$ cat src/rtl/des_pkg.sv
// des_pkg: DES FSM states, key rotation schedules, permutation/S-box tables and round helpers.
// The encrypt schedule exists only when DES_ENCRYPT_EN is defined.
package des_pkg;
  typedef enum logic [1:0] {IDLE, RUN, DONE} state_t;
  localparam int ROT_DEC [16] = '{0, 1, 2, 2, 2, 2, 2, 2, 1, 2, 2, 2, 2, 2, 2, 1};
`ifdef DES_ENCRYPT_EN
  localparam int ROT_ENC [16] = '{1, 1, 2, 2, 2, 2, 2, 2, 1, 2, 2, 2, 2, 2, 2, 1};
`endif
  localparam int E_TAB [48] = '{
    32,  1,  2,  3,  4,  5,  4,  5,  6,  7,  8,  9,
     8,  9, 10, 11, 12, 13, 12, 13, 14, 15, 16, 17,
    16, 17, 18, 19, 20, 21, 20, 21, 22, 23, 24, 25,
    24, 25, 26, 27, 28, 29, 28, 29, 30, 31, 32,  1};
  localparam int P_TAB [32] = '{
    16,  7, 20, 21, 29, 12, 28, 17,  1, 15, 23, 26,  5, 18, 31, 10,
     2,  8, 24, 14, 32, 27,  3,  9, 19, 13, 30,  6, 22, 11,  4, 25};
  localparam int PC2_TAB [48] = '{
    14, 17, 11, 24,  1,  5,  3, 28, 15,  6, 21, 10,
    23, 19, 12,  4, 26,  8, 16,  7, 27, 20, 13,  2,
    41, 52, 31, 37, 47, 55, 30, 40, 51, 45, 33, 48,
    44, 49, 39, 56, 34, 53, 46, 42, 50, 36, 29, 32};
  localparam int IPI_TAB [64] = '{
    40,  8, 48, 16, 56, 24, 64, 32, 39,  7, 47, 15, 55, 23, 63, 31,
    38,  6, 46, 14, 54, 22, 62, 30, 37,  5, 45, 13, 53, 21, 61, 29,
    36,  4, 44, 12, 52, 20, 60, 28, 35,  3, 43, 11, 51, 19, 59, 27,
    34,  2, 42, 10, 50, 18, 58, 26, 33,  1, 41,  9, 49, 17, 57, 25};
  // Entry n of each box sits at nibble n counted from the MSB (row*16 + column).
  localparam logic [255:0] SBOX [8] = '{
    256'he4d12fb83a6c5907_0f74e2d1a6cb9538_41e8d62bfc973a50_fc8249175b3ea06d,
    256'hf18e6b34972dc05a_3d47f28ec01a69b5_0e7ba4d158c6932f_d8a13f42b67c05e9,
    256'ha09e63f51dc7b428_d709346a285ecbf1_d6498f30b12c5ae7_1ad069874fe3b52c,
    256'h7de3069a1285bc4f_d8b56f03472c1ae9_a690cb7df13e5284_3f06a1d8945bc72e,
    256'h2c417ab6853fd0e9_eb2c47d150fa3986_421bad78f9c5630e_b8c71e2d6f09a453,
    256'hc1af92680d34e75b_af427c9561de0b38_9ef528c3704a1db6_432c95fabe17608d,
    256'h4b2ef08d3c975a61_d0b7491ae35c2f86_14bdc37eaf680592_6bd814a7950fe23c,
    256'hd2846fb1a93e50c7_1fd8a374c56b0e92_7b419ce206adf358_21e74a8dfc90356b};
  // Tables use DES bit numbering: bit 1 is the MSB of the vector.
  function automatic logic [47:0] pc2(input logic [55:0] cd);
    logic [47:0] k;
    for (int i = 0; i < 48; i++) k[47-i] = cd[56-PC2_TAB[i]];
    return k;
  endfunction
  function automatic logic [31:0] f_fn(input logic [31:0] r, input logic [47:0] k);
    logic [47:0] x;
    logic [31:0] s, p;
    logic [5:0] v;
    for (int i = 0; i < 48; i++) x[47-i] = r[32-E_TAB[i]] ^ k[47-i];
    for (int i = 0; i < 8; i++) begin
      v = {x[47-6*i], x[42-6*i], x[46-6*i -: 4]};
      s[31-4*i -: 4] = SBOX[i][255-4*v -: 4];
    end
    for (int i = 0; i < 32; i++) p[31-i] = s[32-P_TAB[i]];
    return p;
  endfunction
  function automatic logic [63:0] ip_inv(input logic [63:0] x);
    logic [63:0] y;
    for (int i = 0; i < 64; i++) y[63-i] = x[64-IPI_TAB[i]];
    return y;
  endfunction
endpackage

$ cat src/rtl/des_round.sv
// des_round: one combinational DES round -- rotate C/D, PC-2 subkey, f-function, L/R swap.
// Ports: c/d/l/r current state, sh rotation amount, enc (DES_ENCRYPT_EN only) selects
// left rotation; c_n/d_n/l_n/r_n next state.
module des_round
  import des_pkg::*;
(
  input  logic [27:0] c,
  input  logic [27:0] d,
  input  logic [31:0] l,
  input  logic [31:0] r,
  input  logic [1:0]  sh,
`ifdef DES_ENCRYPT_EN
  input  logic        enc,
`endif
  output logic [27:0] c_n,
  output logic [27:0] d_n,
  output logic [31:0] l_n,
  output logic [31:0] r_n
);
  logic [55:0] cc, dd;
  // Rotation by shifting a doubled copy: the wrapped bits fall into the kept half.
  always_comb begin
`ifdef DES_ENCRYPT_EN
    cc = enc ? {c, c} << sh : {c, c} >> sh;
    dd = enc ? {d, d} << sh : {d, d} >> sh;
    c_n = enc ? cc[55:28] : cc[27:0];
    d_n = enc ? dd[55:28] : dd[27:0];
`else
    cc = {c, c} >> sh;
    dd = {d, d} >> sh;
    c_n = cc[27:0];
    d_n = dd[27:0];
`endif
    l_n = r;
    r_n = l ^ f_fn(r, pc2({c_n, d_n}));
  end
endmodule

$ cat src/rtl/des_round_sched.sv
// des_round_sched: iterative DES core, ROUNDS_PER_CYC (1/2/4) rounds per clock, valid/ready in and out.
// Ports: clk, rst_n (async active-low); in_valid/in_ready/in (IP-permuted block)/key ({D0,C0});
// mode (1=encrypt, DES_ENCRYPT_EN only); out_valid/out_ready/out (IP^-1 result); busy; round_idx.
// Macro DES_ENCRYPT_EN adds the mode port and the encrypt schedule; default build is decrypt-only.
module des_round_sched
  import des_pkg::*;
#(
  parameter int ROUNDS_PER_CYC = 1
) (
  input  logic        clk,
  input  logic        rst_n,
  input  logic        in_valid,
  output logic        in_ready,
  input  logic [63:0] in,
  input  logic [55:0] key,
`ifdef DES_ENCRYPT_EN
  input  logic        mode,
`endif
  output logic        out_valid,
  input  logic        out_ready,
  output logic [63:0] out,
  output logic        busy,
  output logic [3:0]  round_idx
);
  localparam int N = ROUNDS_PER_CYC;
  if (N != 1 && N != 2 && N != 4) begin : g_bad
    $error("des_round_sched: ROUNDS_PER_CYC must be 1, 2 or 4");
  end
  state_t state, state_d;
  logic [31:0] l_q, r_q;
  logic [27:0] c_q, d_q;
  logic [31:0] lc [N+1];
  logic [31:0] rc [N+1];
  logic [27:0] cc [N+1];
  logic [27:0] dc [N+1];
  logic [3:0] idx_n;
  logic accept;
`ifdef DES_ENCRYPT_EN
  logic enc_q;
`endif
  assign in_ready = state == IDLE;
  assign busy = state != IDLE;
  assign out_valid = state == DONE;
  assign accept = in_valid && in_ready;
  assign idx_n = round_idx + 4'(N);
  assign lc[0] = l_q;
  assign rc[0] = r_q;
  assign cc[0] = c_q;
  assign dc[0] = d_q;
  for (genvar g = 0; g < N; g++) begin : g_rnd
    logic [3:0] i;
    assign i = round_idx + 4'(g);
    des_round u_rnd (
      .c(cc[g]),
      .d(dc[g]),
      .l(lc[g]),
      .r(rc[g]),
`ifdef DES_ENCRYPT_EN
      .sh(enc_q ? 2'(ROT_ENC[i]) : 2'(ROT_DEC[i])),
      .enc(enc_q),
`else
      .sh(2'(ROT_DEC[i])),
`endif
      .c_n(cc[g+1]),
      .d_n(dc[g+1]),
      .l_n(lc[g+1]),
      .r_n(rc[g+1])
    );
  end
  // round_idx wrapping to 0 marks the final RUN cycle.
  always_comb state_d = accept ? RUN :
                        (state == RUN && idx_n == 4'd0) ? DONE :
                        (state == DONE && out_ready) ? IDLE : state;
  always_ff @(posedge clk or negedge rst_n)
    if (!rst_n) state <= IDLE;
    else state <= state_d;
  always_ff @(posedge clk or negedge rst_n)
    if (!rst_n) begin
      {l_q, r_q} <= '0;
      {c_q, d_q} <= '0;
      round_idx <= '0;
      out <= '0;
`ifdef DES_ENCRYPT_EN
      enc_q <= 1'b0;
`endif
    end else if (accept) begin
      {l_q, r_q} <= in;
      {d_q, c_q} <= key;
      round_idx <= '0;
`ifdef DES_ENCRYPT_EN
      enc_q <= mode;
`endif
    end else if (state == RUN) begin
      l_q <= lc[N];
      r_q <= rc[N];
      c_q <= cc[N];
      d_q <= dc[N];
      round_idx <= idx_n;
      if (idx_n == 4'd0) out <= ip_inv({rc[N], lc[N]});
    end
endmodule

$ cat config.mk
export PLATFORM = sky130hd
export DESIGN_NAME = des_round_sched
export DESIGN_NICKNAME = d
export VERILOG_FILES = /design/src/rtl/des_pkg.sv /design/src/rtl/des_round.sv /design/src/rtl/des_round_sched.sv
export SDC_FILE = /design/constraint.sdc
export NUM_CORES = 1
export LEC_CHECK = 0
export ABC_AREA = 1
export ABC_CLOCK_PERIOD_IN_PS = 6000
export CAP_MARGIN = 40
export CORE_MARGIN = 2
export CORE_UTILIZATION = 63
export DETAILED_ROUTE_END_ITERATION = 10
export PLACE_DENSITY = 0.88
export SETUP_SLACK_MARGIN = 0.2
export SLEW_MARGIN = 40
export SYNTH_ARGS = -nofsm -noshare
export SYNTH_HDL_FRONTEND = slang
export SYNTH_HIERARCHICAL = 1
export SYNTH_SLANG_ARGS = --single-unit
$ cat constraint.sdc
create_clock -name clk -period 6 [get_ports clk]
set_input_delay 0.6 -clock clk [delete_from_list [all_inputs] [get_ports clk]]
set_output_delay 0.6 -clock clk [all_outputs]
set_load 0.01 [all_outputs]
* After elaboration in Yosys (flattened, before gate mapping) *
Memory sizes are Yosys's and may differ from the RTL's.
Index checks and enable logic that the tools add are counted.

storage, ports and cells
  memories kept = 1
  flip-flop bits (word level) = 190
  ROM bits = 512
  output and inout bits = 71

cells by class
  bitwise operators = 51
  shift operators = 10
  muxes and demuxes = 15
  reduce and logical (&&, ||, !) cells = 9
  $lt $le $gt $ge = 1
  equal/unequal tests = 2
  add/subtract/negate cells = 9

memory list
  name             depth  width  rd ports  clocked after Yosys merged registers in  wr ports  line                   source
  (no name shown)  16     32     1         0                                        0         des_round_sched.sv:62  .sh(2'(ROT_DEC[i])),

operator list
  kind                                                          count
  indexed part select 259 x 33 -> 4 bit (first input constant)  8
  two-way mux 32 bit                                            4
  two-way mux 28 bit                                            4
  right shift 56 x 2 -> 28 bit                                  2
  subtractor 8 x 8 -> 9 bit (first input constant)              8
  bitwise XOR 1 bit                                             48
  bitwise XOR 32 bit                                            1
  two-way mux 2 bit                                             5
  two-way mux 4 bit                                             2
  >= comparator 5 bit (second input constant)                   1
  NOT 4 -> 5 bit                                                1
  adder 4 x 1 -> 4 bit (second input constant)                  1
  logical NOT 4 bit                                             1
  nonzero test 2 bit                                            2
  logical AND 1 bit                                             3
  AND reduction 3 bit                                           1
  nonzero test 3 bit                                            1
  == test 2 x 1 -> 1 bit (second input constant)                1
  == test 2 bit (second input constant)                         1
  logical NOT 2 bit                                             1
  NOT 1 bit                                                     1

* Longest topological paths before layout *
  word-level depth = 11
  mapped depth = 28
  mapped depth without buffers = 25

* By module *
The synthesis kept the hierarchy.

by module, submodules not included
  module           times used  area an instance (sq um)  cells an instance
  des_round_sched  1           8455.6                    997
  des_round        1           8115.3                    1649

* Worst setup path before layout *
OpenSTA, ideal clock, no wires.

  path type = register to register
  start point = register round_idx[0]
  end point = register r_q[25]
  setup time = 0.125 ns
  data arrival time = 2.961 ns
  stages on the path, launching flop included = 23
  setup slack = 2.914 ns
  clock period less this slack = 3.086 ns
  cells stage by stage = dfrtp_1 > inv_1 > ha_1 > o21ai_0 > a2bb2oi_1 > buf_2 > buf_4 > buf_4 > nand3_1 > nand2_1 > nand2_1 > nand2_1 > ha_1 > inv_1 > nand2_1 > o21ai_0 > nand2_1 > nand3_1 > nand3_1 > nand3b_1 > nand2_1 > nand2_1 > nand3_1

RTL lines
  element                   line                   source
  start: declaration        des_round_sched.sv:23  output logic [3:0] round_idx
  start signal: assignment  des_round_sched.sv:98  round_idx <= idx_n;
  end signal: assignment    des_round_sched.sv:87  {l_q, r_q} <= in;
  end signal: assignment    des_round_sched.sv:95  r_q <= rc[N];
  end: declaration          des_round_sched.sv:30  logic [31:0] l_q, r_q;

==> results.json <==
{
  "remaining_drc_errors": 0,
  "largest_fanout_on_the_critical_path": 37,
  "cts_max_path_buffers": 2,
  "io_buffers": 194,
  "global_route_wire_length_before_repair_mm": 94.1,
  "tritoncts": "done",
  "grt_pass1_vias": 17900,
  "cts.htree.levels": 4,
  "final_max_slew_viol_count": 0,
  "worst_setup_path_start_kind": "register",
  "die_y_um": 166,
  "cp.buffers_inverters": 2,
  "timing.final.setup_violations": 0,
  "drt-wirelength-per-cell_um": 19.5,
  "timing.fmax_mhz": 231,
  "clock-root-buffer": "clkbuf_16",
  "synth.cell_area_sq_um": 16600,
  "final.setup.worst_slack_ps": 1680,
  "critPathSlowestCell": "buf_4",
  "clk_transition_reported_paths_ps": 90,
  "worst_path_largest_cell_delay_ps": 490,
  "initial_drt_pass_iterations": 6,
  "placementRows": 59,
  "leakage_uw": 0.00955,
  "grt_overflow_total": 0,
  "timing.critical_path.required_ps": 6330,
  "gp_routability_congestion": 0.985,
  "cp_capture_type": "register",
  "grt_start_max_net_pins": 72,
  "post_synth.cell_area_avg_sq_um": 6.26,
  "postCtsSetupRepairBufs": 0,
  "drtAntennaViolNets": 0,
  "dp_worst_setup_slack_ps": 1900,
  "timing.reg2reg.setup_slack_ps": 1680,
  "final_util": 0.723,
  "synth_instances": 2646,
  "rsz0062_at_grt": "no",
  "vias_per_cell": 6.23,
  "final_layout_size_suffix_gt1_frac": 0.0507,
  "cpLargestDelayFamily": "simple AND/OR/NAND/NOR gates",
  "cp_most_frequent_cell": "nand2_1",
  "layout-area-overhead-vs-synth_pct": 13.0,
  "synth.top_cells.by_area": "dfrtp_1, nand3_1, nand2_1, ha_1, inv_1",
  "min_cycle_time_layout_ps": 4320,
  "grt_use_total": 0.426,
  "critical_path_cell_list": "inv_1, ha_1, o21ai_0, a2bb2oi_4, buf_4, nand3_1, nand2_1, nand2_1, nand2_1, ha_1, nand2_1, nand2_1, nand2_1, nand3_1, nand2_1, nand2_1, nand2_1, nand2_1, nand2_1, nand3_1",
  "synth-warning-count": 6,
  "worstMarginPinSlew_ps": 844,
  "numCtsBuffers": 17,
  "hold_viol": 0,
  "setup-tns-final_ps": 0,
  "synth_sequential_area_ratio": 0.287,
  "commonest_cells_after_routing_fill_and_taps_aside": "nand2_1, nand3_1, clkdlybuf4s50_1, dfrtp_1, inv_1",
  "via_count": 19100,
  "number_of_buffers_added_to_fix_hold_violations_after_cts": 0,
  "layout.filler_cells": 2138,
  "core_sq_um": 25900,
  "cts_sinks": 190,
  "die_w_um": 166,
  "post_cts_resized": 0,
  "final_common_cell": "nand2_1",
  "antenna_found_initial": 1,
  "floorplan.io_pins": 195,
  "setup.worst_path.class": "reg -> reg",
  "maxSlewHeadroom": 0.437,
  "post-synth-top-area-cell": "dfrtp_1",
  "start_util": 0.640,
  "synth_largest_type_area_fraction": 0.287,
  "class_of_the_worst_hold_path": "in -> async",
  "finalCritPeriodShare": 0.721,
  "power_uw": 2610,
  "drt_iter0_drc": 2707,
  "clock-skew-final_ps": 22.1,
  "synth-seq-cells": 190,
  "status": "completed",
  "clkLatencyLatePin_ps": 450,
  "synth.net_count": 2837,
  "netlist-cell-type-count": 39,
  "die_area_sq_um": 27600,
  "detail_route.wirelength_mm": 59.7,
  "power_density_nw_per_um2": 139,
  "finalNetCount": 2899,
  "place.detailed.hpwl_mm": 42.7,
  "timing.critical_path.arrival_ps": 4650,
  "ir_drop_mv": 0.151,
  "max_cap_viol_count": 0
}
==> power breakdown <==
part | leakage, uW | total [uW] | internal, uW | switching (uW)
Clock | 0.000293 | 1210 | 569 | 640
Sequential | 0.00200 | 1280 | 1280 | 0
Combinational | 0.00726 | 124 | 71.6 | 52.5
Total | 0.00955 | 2610 | 1920 | 692
==> registers in the layout (all words and copies together), names as in the netlist <==
signal	cells
c_q	28
d_q	28
l_q	32
out	64
r_q	32
round_idx	4
state	2
==> path summary, 6_finish.rpt <==
kind | to | cells after the start | start
setup / recovery | r_q[8]$_DFFE_PN0P_ | 20 | round_idx[1]$_DFFE_PN0P_
hold / removal | l_q[31]$_DFFE_PN0P_ | 1 | rst_n
setup reg to reg | r_q[8]$_DFFE_PN0P_ | 20 | round_idx[1]$_DFFE_PN0P_
hold reg to reg | out[32]$_DFFE_PN0P_ | 2 | out[32]$_DFFE_PN0P_
max in group asynchronous | r_q[11]$_DFFE_PN0P_ | 2 | rst_n
min in group clk | out[32]$_DFFE_PN0P_ | 2 | out[32]$_DFFE_PN0P_
==> per-layer routing <==
metal | up-vias | part of all wire | global-route usage | routed length (um)
li1 | 8717 | - | - | -
met1 | 8778 | 0.37 | 0.527 | 22000
met2 | 1282 | 0.45 | 0.686 | 27000
met3 | 273 | 0.11 | 0.0879 | 6460
met4 | 2 | 0.071 | 0.259 | 4220
met5 | - | 0.00018 | 0 | 11
==> cell families (layout without fill, tap and decap cells) <==
| family | after synthesis | in the layout | share of synthesized area |
|---|---|---|---|
| AO/OA/AOI/OAI | 55 | 55 | 0.0194 |
| XOR/XNOR | 18 | 18 | 0.0177 |
| adder cells (fa/ha/maj) | 67 | 67 | 0.0506 |
| buffers and inverters | 348 | 423 | 0.102 |
| flip-flops | 190 | 190 | 0.287 |
| multiplexers | 1 | 1 | 0.000604 |
| other | 0 | 1 | 0 |
| AND/OR/NAND/NOR | 1967 | 1967 | 0.523 |
==> Yosys cell counts <==
library cell  count
ha_1             67
nand3b_1         16
inv_4             2
o211ai_1          4
nand3_1         826
a21boi_0          1
nand2_1        1041
nor2_2            2
a21oi_1           1
buf_1            19
inv_1           171
o21ai_1          18
a2bb2oi_1         1
nand2_4           1
nor2_4            1
xor2_1            5
and2_1            3
dfrtp_1         190
clkbuf_2          1
or2_1             2
or2_0             1
o21ai_2           7
or2_2             2
nand2_2          42
xor2_2            8
xor2_4            4
a31oi_1           2
buf_2            29
xnor2_1           1
buf_6            15
nand4_1           3
inv_2             7
nand3_2           6
buf_4            60
clkbuf_1         44
nor2_1           21
o22ai_1           1
mux2i_1           1
o21ai_0          20
==> metrics by stage <==
stage               hold slack (ps)  cell area, sq um  std cells
global placement                452             18100       3023
global route                    188             18700       3056
finish                          147             18700       3057
CTS                             168             18700       3055
detailed placement              460             18100       3023
floorplan                       304             16600       2646
==> final cells by class <==
type                            count  area (sq um)  share of cell area
Antenna cell                        1          2.50            0.000134
Sequential cell                   190          4750               0.254
Inverter                          180           682              0.0364
Timing Repair Buffer              211          2080               0.111
Tap cell                          335           419              0.0224
Clock buffer                       17           425              0.0227
Multi-Input combinational cell   2108         10200               0.543
Clock inverter                     15           193              0.0103
No activity file was read; power rests on OpenSTA's default activity.
